## src/rtl/sobel_pkg.sv

```systemverilog
// sobel_pkg: mode encodings and width helpers shared by the Sobel stream blocks
package sobel_pkg;
  typedef enum logic [1:0] {
    MODE_MAG = 2'd0,
    MODE_THR = 2'd1,
    MODE_GX  = 2'd2,
    MODE_GY  = 2'd3
  } mode_e;
  function automatic int sum_w(input int dw);
    return dw + 2;
  endfunction
  function automatic int grad_w(input int dw);
    return dw + 3;
  endfunction
  function automatic int sat_lim(input int dw);
    return (1 << dw) - 1;
  endfunction
endpackage

```

## src/rtl/sync_fifo.sv

```systemverilog
// sync_fifo: single-clock FIFO with a registered head word
module sync_fifo #(
  parameter int WIDTH = 8,
  parameter int DEPTH = 16
) (
  input  logic             clk,
  input  logic             rst,
  input  logic             push,
  input  logic [WIDTH-1:0] din,
  input  logic             pop,
  output logic [WIDTH-1:0] dout,
  output logic             full,
  output logic             empty
);
  localparam int AW = $clog2(DEPTH);
  logic [WIDTH-1:0] mem [DEPTH];
  logic [AW-1:0] wp_q, wp_d, rp_q, rp_d;
  logic [AW:0] cnt_q, cnt_d;
  logic [WIDTH-1:0] head_q, head_d;
  logic do_push, do_pop;
  assign full  = cnt_q == (AW+1)'(DEPTH);
  assign empty = cnt_q == '0;
  assign dout  = head_q;
  // next pointers/count; a push into a full FIFO lands only if a pop frees a slot
  always_comb begin
    do_pop  = pop && !empty;
    do_push = push && (!full || do_pop);
    wp_d    = do_push ? wp_q + 1'b1 : wp_q;
    rp_d    = do_pop ? rp_q + 1'b1 : rp_q;
    cnt_d   = cnt_q + (AW+1)'(do_push) - (AW+1)'(do_pop);
    head_d  = cnt_d == '0 ? head_q : (do_push && wp_q == rp_d) ? din : mem[rp_d];
  end
  // storage array; never read before written, so no reset
  always_ff @(posedge clk)
    if (do_push) mem[wp_q] <= din;
  // pointer, count and head registers
  always_ff @(posedge clk) begin
    if (rst) begin
      wp_q   <= '0;
      rp_q   <= '0;
      cnt_q  <= '0;
      head_q <= '0;
    end else begin
      wp_q   <= wp_d;
      rp_q   <= rp_d;
      cnt_q  <= cnt_d;
      head_q <= head_d;
    end
  end
endmodule

```

## src/rtl/sobel_stream.sv

```systemverilog
// sobel_stream: streaming 3x3 Sobel engine with line buffers and an output FIFO
module sobel_stream import sobel_pkg::*; #(
  parameter int IMG_W     = 16,
  parameter int IMG_H     = 16,
  parameter int DATA_W    = 8,
  parameter int OUT_DEPTH = 16
) (
  input  logic              sys_clk,
  input  logic              sys_rst,
  input  logic [DATA_W-1:0] pi_data,
  input  logic              pi_flag,
  input  logic [1:0]        mode,
  input  logic [DATA_W-1:0] thresh,
  output logic [DATA_W-1:0] po_data,
  output logic              po_flag,
  input  logic              po_ready,
  output logic              ovf,
  output logic              frame_done
);
  localparam int SW = sum_w(DATA_W);
  localparam int GW = grad_w(DATA_W);
  localparam int CW = $clog2(IMG_W);
  localparam int RW = $clog2(IMG_H);
  localparam logic [GW-1:0] LIM = GW'(sat_lim(DATA_W));
  logic [DATA_W-1:0] lb0 [IMG_W];
  logic [DATA_W-1:0] lb1 [IMG_W];
  logic [DATA_W-1:0] win_q [3][3];
  logic [DATA_W-1:0] win_d [3][3];
  logic [CW-1:0] col_q, col_d;
  logic [RW-1:0] row_q, row_d;
  logic last_col, last_row;
  logic v0_q, v0_d, v1_q, v2_q, fd_q, fd_d, ovf_q, ovf_d;
  mode_e mode_q, mode_d, m1_q;
  logic [DATA_W-1:0] thr_q, thr_d, t1_q;
  logic signed [GW-1:0] gx_q, gx_d, gy_q, gy_d;
  logic [SW-1:0] ax, ay;
  logic [DATA_W-1:0] sm, sx, sy, res_q, res_d;
  logic full, empty;
  function automatic logic [SW-1:0] sum3(input logic [DATA_W-1:0] a, b, c);
    return SW'(a) + (SW'(b) << 1) + SW'(c);
  endfunction
  function automatic logic [DATA_W-1:0] sat(input logic [GW-1:0] v);
    return v > LIM ? DATA_W'(LIM) : DATA_W'(v);
  endfunction
  // raster counters, window shift, per-frame mode/thresh latch and frame-end pulse
  always_comb begin
    last_col = col_q == CW'(IMG_W - 1);
    last_row = row_q == RW'(IMG_H - 1);
    col_d    = col_q;
    row_d    = row_q;
    win_d    = win_q;
    mode_d   = mode_q;
    thr_d    = thr_q;
    if (pi_flag) begin
      col_d = last_col ? '0 : col_q + 1'b1;
      row_d = last_col ? (last_row ? '0 : row_q + 1'b1) : row_q;
      for (int r = 0; r < 3; r++) begin
        win_d[r][0] = win_q[r][1];
        win_d[r][1] = win_q[r][2];
      end
      win_d[0][2] = lb0[col_q];
      win_d[1][2] = lb1[col_q];
      win_d[2][2] = pi_data;
      mode_d = (col_q == '0 && row_q == '0) ? mode_e'(mode) : mode_q;
      thr_d  = (col_q == '0 && row_q == '0) ? thresh : thr_q;
    end
    v0_d = pi_flag && row_q >= RW'(2) && col_q >= CW'(2);
    fd_d = pi_flag && last_col && last_row;
  end
  // gradients from the freshly shifted window
  always_comb begin
    gx_d = $signed(GW'(sum3(win_q[0][2], win_q[1][2], win_q[2][2])))
         - $signed(GW'(sum3(win_q[0][0], win_q[1][0], win_q[2][0])));
    gy_d = $signed(GW'(sum3(win_q[2][0], win_q[2][1], win_q[2][2])))
         - $signed(GW'(sum3(win_q[0][0], win_q[0][1], win_q[0][2])));
  end
  // absolute values, saturation and mode selection; mode travels with the data
  always_comb begin
    ax    = gx_q[GW-1] ? SW'(-gx_q) : SW'(gx_q);
    ay    = gy_q[GW-1] ? SW'(-gy_q) : SW'(gy_q);
    sm    = sat(GW'(ax) + GW'(ay));
    sx    = sat(GW'(ax));
    sy    = sat(GW'(ay));
    res_d = m1_q == MODE_MAG ? sm :
            m1_q == MODE_THR ? (sm >= t1_q ? {DATA_W{1'b1}} : {DATA_W{1'b0}}) :
            m1_q == MODE_GX  ? sx : sy;
    ovf_d = ovf_q || (v2_q && full && !(po_ready && !empty));
  end
  // line buffers shift up one line per column: newest pixel in lb1, previous in lb0
  always_ff @(posedge sys_clk)
    if (pi_flag) begin
      lb0[col_q] <= lb1[col_q];
      lb1[col_q] <= pi_data;
    end
  // pipeline and control registers
  always_ff @(posedge sys_clk) begin
    if (sys_rst) begin
      col_q  <= '0;
      row_q  <= '0;
      win_q  <= '{default: '0};
      mode_q <= MODE_MAG;
      thr_q  <= '0;
      v0_q   <= 1'b0;
      v1_q   <= 1'b0;
      v2_q   <= 1'b0;
      gx_q   <= '0;
      gy_q   <= '0;
      m1_q   <= MODE_MAG;
      t1_q   <= '0;
      res_q  <= '0;
      fd_q   <= 1'b0;
      ovf_q  <= 1'b0;
    end else begin
      col_q  <= col_d;
      row_q  <= row_d;
      win_q  <= win_d;
      mode_q <= mode_d;
      thr_q  <= thr_d;
      v0_q   <= v0_d;
      v1_q   <= v0_q;
      v2_q   <= v1_q;
      gx_q   <= gx_d;
      gy_q   <= gy_d;
      m1_q   <= mode_q;
      t1_q   <= thr_q;
      res_q  <= res_d;
      fd_q   <= fd_d;
      ovf_q  <= ovf_d;
    end
  end
  sync_fifo #(.WIDTH(DATA_W), .DEPTH(OUT_DEPTH)) u_fifo (
    .clk   (sys_clk),
    .rst   (sys_rst),
    .push  (v2_q),
    .din   (res_q),
    .pop   (po_ready),
    .dout  (po_data),
    .full  (full),
    .empty (empty)
  );
  assign po_flag    = !empty;
  assign ovf        = ovf_q;
  assign frame_done = fd_q;
endmodule

```

## config.mk

```make
export PLATFORM = sky130hd
export DESIGN_NAME = sobel_stream
export DESIGN_NICKNAME = d
export VERILOG_FILES = /design/src/rtl/sobel_pkg.sv /design/src/rtl/sync_fifo.sv /design/src/rtl/sobel_stream.sv
export SDC_FILE = /design/constraint.sdc
export NUM_CORES = 1
export LEC_CHECK = 0
export CAP_MARGIN = 0
export CORE_UTILIZATION = 52
export CTS_CLUSTER_SIZE = 24
export DETAILED_ROUTE_END_ITERATION = 8
export GPL_ROUTABILITY_DRIVEN = 0
export PLACE_DENSITY = 0.71
export SLEW_MARGIN = 20
export SYNTH_ARGS = -nofsm -noshare
export SYNTH_HDL_FRONTEND = slang
export SYNTH_SLANG_ARGS = --single-unit
```

## constraint.sdc

```tcl
create_clock -name sys_clk -period 4.3 [get_ports sys_clk]
set_input_delay 0.86 -clock sys_clk [delete_from_list [all_inputs] [get_ports sys_clk]]
set_output_delay 0.86 -clock sys_clk [all_outputs]
set_load 0.02 [all_outputs]
```

==> flow_metrics.py, run 1 <==
metrics = {
    "yosys": {
        "synth_edf_count": 384,
        "ys_seq_elements": 544,
        "netlist_instances": 1518,
        "yosys.cell_count.top_type": "edfxtp_1",
        "synth.top_cells.by_count": "edfxtp_1, dfxtp_1, nor2_1",
        "synthDistinctLibCells": 76,
        "async_reset_ff_share_pct": 0,
        "ys_warn_count": 0,
        "synth_area_leaders": "edfxtp_1, dfxtp_1, mux4_2",
        "ys_seq_area_share_pct": 61.8,
        "ys.flop_type": "edfxtp_1",
        "synth_top_area_cell": "edfxtp_1",
        "syn_nets": 1664,
        "syn_area_um2": 23800,
        "synth_top_cell_area_share_pct": 48.4,
        "avgSynthCellArea_um2": 15.7,
    },
    "detailed_routing": {
        "vias": 12600,
        "vias_per_cell": 5.61,
        "first_iter_violations": 863,
        "drtPass1Iterations": 7,
        "postRouteAntennaNets": 0,
        "routed_wl_um": 46700,
        "wl_per_cell_um": 20.7,
        "remaining_drc_errors": 0,
    },
    "sta": {
        "worst_slack_ns": -0.120,
        "slew_violations": 0,
        "worst_pin_slew_ns": 1.12,
        "fin_crit_ns": 4.42,
        "finalSetupViolations": 8,
        "period_share_pct": 103,
        "slew_headroom_pct": 25.1,
        "fin_worst_skew_ns": 0.0481,
        "rsz0062_at_grt": "true",
        "fmax_ghz": 0.226,
        "hold_violations": 0,
    },
    "clock_network": {
        "cts.hold.buffers_added": 0,
        "cts.sinks": 544,
        "cts_tree": "yes",
        "cts_root_buffer": "clkbuf_16",
        "clockBufferDepth": 3,
        "worst_skew_pair.late_latency_ns": 0.61,
        "htree_levels": 2,
        "cts_buffers": 54,
        "clk_pin_slew_ns": 0.06,
    },
    "floorplanning": {
        "io_pins": 33,
        "dieArea_um2": 46700,
        "fp.coreArea_um2": 45300,
        "initial_utilization_pct": 52.7,
        "die_x_um": 216,
        "row_count": 78,
        "die_y_um": 216,
    },
    "setup_path": {
        "crit_path_frequent_cell": "buf_4",
        "crit_chain": "or4_4 -> o41ai_4 -> xor2_1 -> buf_4 -> buf_4 -> buf_4 -> xor2_4 -> nand4_1 -> and4b_1 -> a21oi_2 -> nor2_1 -> ha_1 -> nand2b_1 -> a21o_1 -> a21o_1 -> a21oi_2 -> o21ai_2 -> a211oi_2 -> buf_4 -> nor4b_4 -> buf_6 -> o31ai_4 -> a21oi_2",
        "worstSetupStartpoint": "gx_q[3]",
        "reg2reg_slack_ns": -0.12,
        "cp.required_ns": 4.75,
        "crit_family": "compound AO/OA/AOI/OAI gates",
        "critical_path_buf_inv_count": 5,
        "crit_slowest_cell": "or4_4",
        "worstPathMaxFanout": 4,
        "arrival_ns": 4.87,
        "r2r_cells": 23,
        "crit_cells": 23,
        "start_kind": "flip-flop",
        "r2r_start": "gx_q[3]",
        "worst_setup_path_end_kind": "flip-flop",
        "crit_type": "reg -> reg",
        "cpPeakStageDelay_ns": 0.56,
        "r2r_end": "res_q[6]",
        "endpoint": "res_q[6]",
    },
    "cells_and_area": {
        "final_core_utilization_pct": 59.9,
        "syn_to_final_growth_pct": 13.7,
        "final_nets": 1758,
        "layout-drive-gt1-share_pct": 18.9,
        "stdcell_area_um2": 27100,
    },
    "grt": {
        "grt_max_degree": 115,
        "grt_usage_pct": 20.4,
        "grt_pass1_wl_um": 73100,
        "grt_pass1_vias": 13100,
        "overflow": 0,
        "antenna_found_initial": 0,
    },
    "power": {
        "leakage_nw": 9.83,
        "vdd_ir_drop_max_mv": 0.554,
        "p_per_area_nw_per_um2": 590,
    },
    "placed_design": {
        "io_buffers": 32,
        "dp_hpwl_um": 29100,
        "place_area_um2": 25100,
    },
    "worst_hold_path": {
        "min_path_type": "reg -> reg",
    },
    "outcome": {
        "outcome": "complete, but fails checks",
        "violations": "setup timing",
    },
    "flow_run": {
        "maxCapViolCount": 0,
    },
}
## repair_timing
action	CTS	global route
setup endpoints to repair	8	9
resized for setup	13	43
buffers inserted	2	11
pin swaps	9	23
cloned	1	0
## worst min path at each step
stage | from | endpoint | slack [ns] | depth (start not counted)
after floorplan | v0_q | v1_q | 0.41 | 1
final | v1_q | v2_q | 0.40 | 1
after global routing | v1_q | v2_q | 0.43 | 1
after CTS | v1_q | v2_q | 0.39 | 1
after detailed placement | v1_q | v2_q | 0.43 | 1
after global placement | v1_q | v2_q | 0.43 | 1
## cell families after synthesis
kind of cell             Yosys count  synth area share (%)
multiplexers                     213                  15.0
XOR/XNOR                          51                  2.13
AO/OA/AOI/OAI                    128                  3.75
buffers and inverters            173                  2.96
AND/OR/NAND/NOR                  285                  5.88
adder cells (fa/ha/maj)          124                  8.52
flip-flops                       544                  61.8
## final cells by class
type                       count  area (µm²)
fill                        3380       18200
sequential                   544       14700
multi-input combinational    802        8660
clock buffer                  79        1510
timing repair buffer         103         897
tap                          600         751
inverter                     107         404
clock inverter                18         146
antenna                        1        2.50
## layer usage
layer	wire, µm	global-route usage [%]	vias to the layer above
li1	-	-	5816
met1	20300	27.2	6422
met2	23000	34.2	298
met3	2100	3.05	98
met4	1340	7.14	0
met5	0	0	-
## report_power, final
group	internal (mW)	switching, mW	leakage, nW	total, mW
combinational	2.48	2.61	4.25	5.09
clock	2.49	1.91	0.795	4.40
sequential	6.09	0.429	4.78	6.52
## worst reg2reg max path, cell delays in order (launching register included)
cell,delay (ns)
dfxtp_2,0.31
or4_4,0.56
o41ai_4,0.23
xor2_1,0.24
buf_4,0.15
buf_4,0.09
buf_4,0.12
xor2_4,0.19
nand4_1,0.15
and4b_1,0.24
a21oi_2,0.14
nor2_1,0.06
ha_1,0.27
nand2b_1,0.14
a21o_1,0.18
a21o_1,0.18
a21oi_2,0.14
o21ai_2,0.08
a211oi_2,0.22
buf_4,0.16
nor4b_4,0.05
buf_6,0.16
o31ai_4,0.22
a21oi_2,0.04
## registers in the layout, summed over array words and instances, names as in the netlist, 4 cells and up, named ones only
name / count
lb0: 128
lb1: 128
u_fifo.mem: 128
win_q: 72
gx_q: 11
gy_q: 11
res_q: 8
t1_q: 8
thr_q: 8
u_fifo.dout: 8
u_fifo.cnt_q: 5
col_q: 4
row_q: 4
u_fifo.rp_q: 4
u_fifo.wp_q: 4
## cell usage in the layout, fill, tap and decap left out, types with 25 or more instances in the layout
cell type,instances
edfxtp_1,384
dfxtp_1,153
nor2_1,150
mux4_2,105
inv_1,101
mux2i_1,100
buf_4,67
fa_1,64
ha_1,57
clkbuf_16,55
nor2b_1,34
clkdlybuf4s50_1,30
a21oi_1,28
nand2_1,25
## through the flow
stage / setup slack [ns] / power, mW / TNS, ns / hold slack [ns] / cells
final: -0.120 / 16.0 / -0.588 / 0.402 / 2254
after global routing: -0.312 / 16.8 / -2.10 / 0.429 / 2253
after CTS: 0.00252 / 15.7 / 0 / 0.394 / 2242
after detailed placement: -0.266 / 11.2 / -1.78 / 0.431 / 2142
after global placement: -0.0858 / 11.0 / -0.400 / 0.429 / 2142
after floorplan: 0.0114 / 9.76 / 0 / 0.414 / 1518
No activity file was read; power rests on OpenSTA's default activity.
==> run 2: changes to the inputs <==
PLACE_DENSITY = 0.68   (was 0.71)
clock period = 5.6 ns   (was 4.3 ns; I/O delays follow)
==> flow_metrics.py, run 2 (synthesis results as in run 1) <==
metrics = {
    "sta": {
        "finalSetupViolations": 0,
        "holdWs_ns": 0.440,
        "slew_headroom_pct": 23.1,
        "worst_pin_slew_ns": 1.15,
        "rsz0062_at_grt": "false",
        "hold_violations": 0,
        "fmax_ghz": 0.201,
        "fin_crit_ns": 4.98,
        "worst_slack_ns": 0.621,
        "fin_worst_skew_ns": 0.0310,
        "period_share_pct": 88.9,
        "slew_violations": 0,
        "tns_ns": 0,
    },
    "clock_network": {
        "cts_resized": 0,
        "htree_levels": 2,
        "clk_pin_slew_ns": 0.06,
        "clockBufferDepth": 3,
        "cts_tree": "yes",
        "cts_buffers": 55,
        "cts.sinks": 544,
        "cts_root_buffer": "clkbuf_16",
        "cts_setup_buffers": 0,
        "worst_skew_pair.late_latency_ns": 0.61,
        "cts.hold.buffers_added": 0,
    },
    "setup_path": {
        "crit_chain": "inv_1 -> ha_1 -> or3b_4 -> a211oi_2 -> inv_1 -> ha_1 -> a21oi_1 -> o21ai_1 -> a311o_1 -> nand3_1 -> a21o_2 -> nand2b_1 -> ha_1 -> a21o_1 -> a21o_1 -> a21oi_1 -> o21ai_0 -> a211oi_1 -> nor4b_2 -> nor3_1 -> a311oi_2",
        "arrival_ns": 5.50,
        "crit_path_frequent_cell": "ha_1",
        "worst_setup_path_end_kind": "flip-flop",
        "cp.required_ns": 6.12,
        "worstPathMaxFanout": 13,
        "crit_type": "reg -> reg",
        "cpPeakStageDelay_ns": 0.70,
        "crit_slowest_cell": "nor4b_2",
        "start_kind": "flip-flop",
    },
    "power": {
        "vdd_ir_drop_max_mv": 0.278,
        "p_switching_mw": 3.58,
        "combinationalPowerShare_pct": 26.3,
        "power_switching_share_pct": 29.6,
        "power_frac_clock_pct": 32.3,
        "p_int_mw": 8.53,
        "p_per_area_nw_per_um2": 453,
        "leakage_nw": 9.69,
        "seqPwrFrac_pct": 41.4,
        "p_total_mw": 12.1,
    },
    "detailed_routing": {
        "postRouteAntennaNets": 0,
        "drtPass1Iterations": 5,
        "wl_per_cell_um": 21.2,
        "first_iter_violations": 847,
        "routed_wl_um": 46800,
        "vias": 12400,
        "remaining_drc_errors": 0,
        "vias_per_cell": 5.63,
    },
    "floorplanning": {
        "initial_utilization_pct": 52.7,
        "row_count": 78,
        "dieArea_um2": 46700,
        "die_y_um": 216,
        "fp.coreArea_um2": 45300,
        "die_x_um": 216,
        "io_pins": 33,
    },
    "grt": {
        "grt_pass1_vias": 12900,
        "grt_max_degree": 90,
        "antenna_found_initial": 0,
        "overflow": 0,
        "grt_usage_pct": 20.6,
        "grt_pass1_wl_um": 73600,
    },
    "worst_hold_path": {
        "min_path_type": "reg -> reg",
    },
    "outcome": {
        "outcome": "completed",
    },
    "cells_and_area": {
        "reg_top3": "lb0 x128, lb1 x128, u_fifo.mem x128",
        "syn_to_final_growth_pct": 12.2,
        "fillerInstances": 3489,
        "layout-drive-gt1-share_pct": 15.3,
        "final_common_cell": "edfxtp_1",
        "final_cell_mix": "edfxtp_1, dfxtp_1, nor2_1, inv_1, mux4_2",
        "num_antenna_cells": 0,
        "final_nets": 1708,
        "final_core_utilization_pct": 59.1,
    },
    "placed_design": {
        "post-place-ws_ns": 0.676,
        "io_buffers": 32,
        "dp_hpwl_um": 29300,
    },
    "flow_run": {
        "maxCapViolCount": 0,
    },
}
run 2: changes by cell type in the layout (fill, tap and decap cells not counted), moves of 6 or more:
cell / change
a21oi_1: +6
a21oi_2: -6
buf_4: -44
bufinv_16: +8
clkbuf_1: -14
run 2: worst paths after layout:
check | slack, ns | depth (start not counted) | endpoint | from
worst max-delay path | 0.62 | 21 | res_q[3] | gx_q[0]
worst min-delay path | 0.44 | 1 | v1_q | v0_q
worst max register to register | 0.62 | 21 | res_q[3] | gx_q[0]
worst min register to register | 0.44 | 1 | v1_q | v0_q
run 2: area by class of cell:
| class | instances | area, µm² | share of cell area (%) |
|---|---|---|---|
| Clock buffer | 73 | 1580 | 5.91 |
| Tap cell | 600 | 751 | 2.81 |
| Timing Repair Buffer | 53 | 473 | 1.77 |
| Multi-Input combinational cell | 801 | 8420 | 31.5 |
| Inverter | 107 | 402 | 1.50 |
| Clock inverter | 29 | 387 | 1.45 |
| Sequential cell | 544 | 14700 | 55.1 |
run 2: metrics by stage:
| step | cells | cell area (µm²) |
|---|---|---|
| floorplan | 1518 | 23800 |
| global placement | 2105 | 24800 |
| detailed placement | 2105 | 24800 |
| CTS | 2207 | 26700 |
| global route | 2207 | 26700 |
| finish | 2207 | 26700 |
run 2: worst max-delay path: cells and delay by family (launching register included):
kind                     cells  cell delay, ns
AO/OA/AOI/OAI               11            2.11
adder cells (fa/ha/maj)      3            0.78
buffers and inverters        2            0.17
flip-flops                   1            0.34
AND/OR/NAND/NOR              5            1.50
run 2: power by group through the flow:
stage	Combinational, mW	Clock, mW	Sequential (mW)
floorplan	2.53	0	4.96
global placement	3.12	0	5.08
detailed placement	3.20	0	5.10
CTS	3.22	3.99	5.02
global route	3.56	4.15	5.05
finish	3.19	3.92	5.01
run 2: layer usage:
| layer | routed length, µm | part of all wire (%) | vias up | global-route usage [%] |
|---|---|---|---|---|
| li1 | - | - | 5712 | - |
| met1 | 20200 | 43 | 6421 | 27.4 |
| met2 | 23900 | 51 | 234 | 35.2 |
| met3 | 1760 | 3.8 | 64 | 3.09 |
| met4 | 945 | 2.0 | 0 | 5.92 |
| met5 | 0 | 0 | - | 0 |
==> run 3: changes to the inputs <==
ABC_CLOCK_PERIOD_IN_PS = 5600   (was default)
CORE_ASPECT_RATIO = 0.8   (was default)
==> flow_metrics.py, run 3 (synthesis results as in run 1) <==
metrics = {
    "floorplanning": {
        "die_x_um": 241,
        "row_count": 69,
        "fp.coreArea_um2": 44800,
        "io_pins": 33,
        "dieArea_um2": 46700,
        "die_y_um": 194,
        "initial_utilization_pct": 53.2,
    },
    "grt": {
        "grtUsageMet1_pct": 32.8,
        "overflow": 0,
        "use_met3_pct": 3.85,
        "grt_busiest_layer": "met1",
        "grt_usage_pct": 21.3,
        "grt_pass1_wl_um": 75000,
        "grt_max_degree": 105,
        "grt_pass1_vias": 12900,
        "antenna_found_initial": 0,
        "met2_usage_pct": 31.1,
    },
    "sta": {
        "holdWs_ns": 0.447,
        "worst_pin_slew_ns": 1.11,
        "hold_violations": 0,
        "slew_violations": 0,
        "period_share_pct": 88.8,
        "slew_headroom_pct": 26.0,
        "fin_worst_skew_ns": 0.0213,
        "tns_ns": 0,
        "finalSetupViolations": 0,
        "fin_crit_ns": 4.97,
        "rsz0062_at_grt": "false",
        "fmax_ghz": 0.201,
    },
    "power": {
        "p_per_area_nw_per_um2": 436,
        "power_frac_clock_pct": 28.8,
        "p_total_mw": 11.5,
        "seqPwrFrac_pct": 43.5,
        "leakage_nw": 9.56,
        "p_int_mw": 7.97,
        "p_switching_mw": 3.56,
        "vdd_ir_drop_max_mv": 0.271,
        "combinationalPowerShare_pct": 27.7,
        "power_switching_share_pct": 30.9,
    },
    "placed_design": {
        "dp_hpwl_um": 30400,
        "dp.cells": 2114,
        "io_buffers": 32,
    },
    "clock_network": {
        "cts_setup_buffers": 0,
        "cts_resized": 0,
        "worst_skew_pair.late_latency_ns": 0.60,
        "cts_buffers": 50,
        "cts.hold.buffers_added": 0,
        "cts.sinks": 544,
        "htree_levels": 2,
        "cts_root_buffer": "clkbuf_16",
        "clk_pin_slew_ns": 0.07,
        "cts_tree": "yes",
        "clockBufferDepth": 3,
    },
    "setup_path": {
        "crit_path_frequent_cell": "ha_1",
        "cpPeakStageDelay_ns": 0.66,
        "crit_slowest_cell": "nor4b_2",
        "crit_chain": "inv_1 -> ha_1 -> or3b_4 -> a211oi_2 -> inv_1 -> ha_1 -> a21oi_1 -> o21ai_1 -> a311o_1 -> nand3_1 -> a21o_2 -> nand2b_1 -> ha_1 -> a21o_1 -> a21o_1 -> a21oi_1 -> o21ai_0 -> a211oi_1 -> nor4b_2 -> nor3_1 -> a311oi_2",
        "start_kind": "flip-flop",
        "worst_setup_path_end_kind": "flip-flop",
        "arrival_ns": 5.48,
        "worstPathMaxFanout": 13,
        "cp.required_ns": 6.11,
        "crit_type": "reg -> reg",
    },
    "detailed_routing": {
        "drtPass1Iterations": 5,
        "wl_per_cell_um": 21.5,
        "vias": 12600,
        "remaining_drc_errors": 0,
        "postRouteAntennaNets": 0,
        "vias_per_cell": 5.69,
        "routed_wl_um": 47500,
        "first_iter_violations": 936,
    },
    "worst_hold_path": {
        "min_path_type": "reg -> reg",
    },
    "cells_and_area": {
        "final_common_cell": "edfxtp_1",
        "fin_cells": 2207,
        "syn_to_final_growth_pct": 10.8,
        "final_nets": 1709,
        "reg_top3": "lb0 x128, lb1 x128, u_fifo.mem x128",
        "layout-drive-gt1-share_pct": 14.8,
        "fillerInstances": 3376,
        "final_cell_mix": "edfxtp_1, dfxtp_1, nor2_1, inv_1, mux4_2",
        "num_antenna_cells": 0,
    },
    "flow_run": {
        "maxCapViolCount": 0,
    },
    "outcome": {
        "outcome": "completed",
    },
}
==> run 3: cell types whose count changed in the layout (fill, tap and decap cells not counted), sizes merged <==
cell	delta
bufinv	-7
clkinvlp	-2
clkinv	+2
inv	+1
clkbuf	-3
buf	+6
==> run 3: final timing paths <==
check,startpoint,endpoint,slack (ns),depth (start not counted)
max,gx_q[0],res_q[3],0.63,21
min,v0_q,v1_q,0.45,1
max reg2reg,gx_q[0],res_q[3],0.63,21
min reg2reg,v0_q,v1_q,0.45,1
==> run 3: per-stage QoR <==
step | util (%) | cell area (µm²) | worst slack (ns)
3_5_place_dp | 55.4 | 24800 | 0.701
5_1_grt | 59.0 | 26400 | 0.224
2_1_floorplan | - | 23800 | 0.935
4_1_cts | 59.0 | 26400 | 0.653
6_report | 59.0 | 26400 | 0.627
3_3_place_gp | 55.4 | 24800 | 0.418
==> run 3: cell type report <==
type / instances / area (µm²) / area share, %
sequential: 544 / 14700 / 55.8
multi-input combinational: 801 / 8430 / 31.9
clock buffer: 70 / 1380 / 5.22
tap: 603 / 754 / 2.85
timing repair buffer: 59 / 518 / 1.96
inverter: 107 / 402 / 1.52
clock inverter: 23 / 208 / 0.786
==> run 3: critical path: cells and delay by family (launching register included) <==
kind / cells / cell delay [ns]
adder cells (fa/ha/maj): 3 / 0.78
AND/OR/NAND/NOR: 5 / 1.44
buffers and inverters: 2 / 0.18
flip-flops: 1 / 0.36
AO/OA/AOI/OAI: 11 / 2.12
==> run 3: layer usage <==
| layer | vias to the layer above | wire (µm) | part of all wire (%) |
|---|---|---|---|
| li1 | 5710 | - | - |
| met1 | 6442 | 22200 | 47 |
| met2 | 345 | 21300 | 45 |
| met3 | 58 | 3080 | 6.5 |
| met4 | 0 | 888 | 1.9 |
| met5 | - | 0 | 0 |
==> run 3: power groups by stage <==
stage | clock network [mW] | logic, mW | registers (mW)
after floorplan | 0 | 2.53 | 4.96
after global placement | 0 | 3.16 | 5.08
after detailed placement | 0 | 3.20 | 5.10
after CTS | 3.38 | 3.23 | 5.02
after global routing | 3.54 | 3.59 | 5.06
final | 3.32 | 3.20 | 5.02
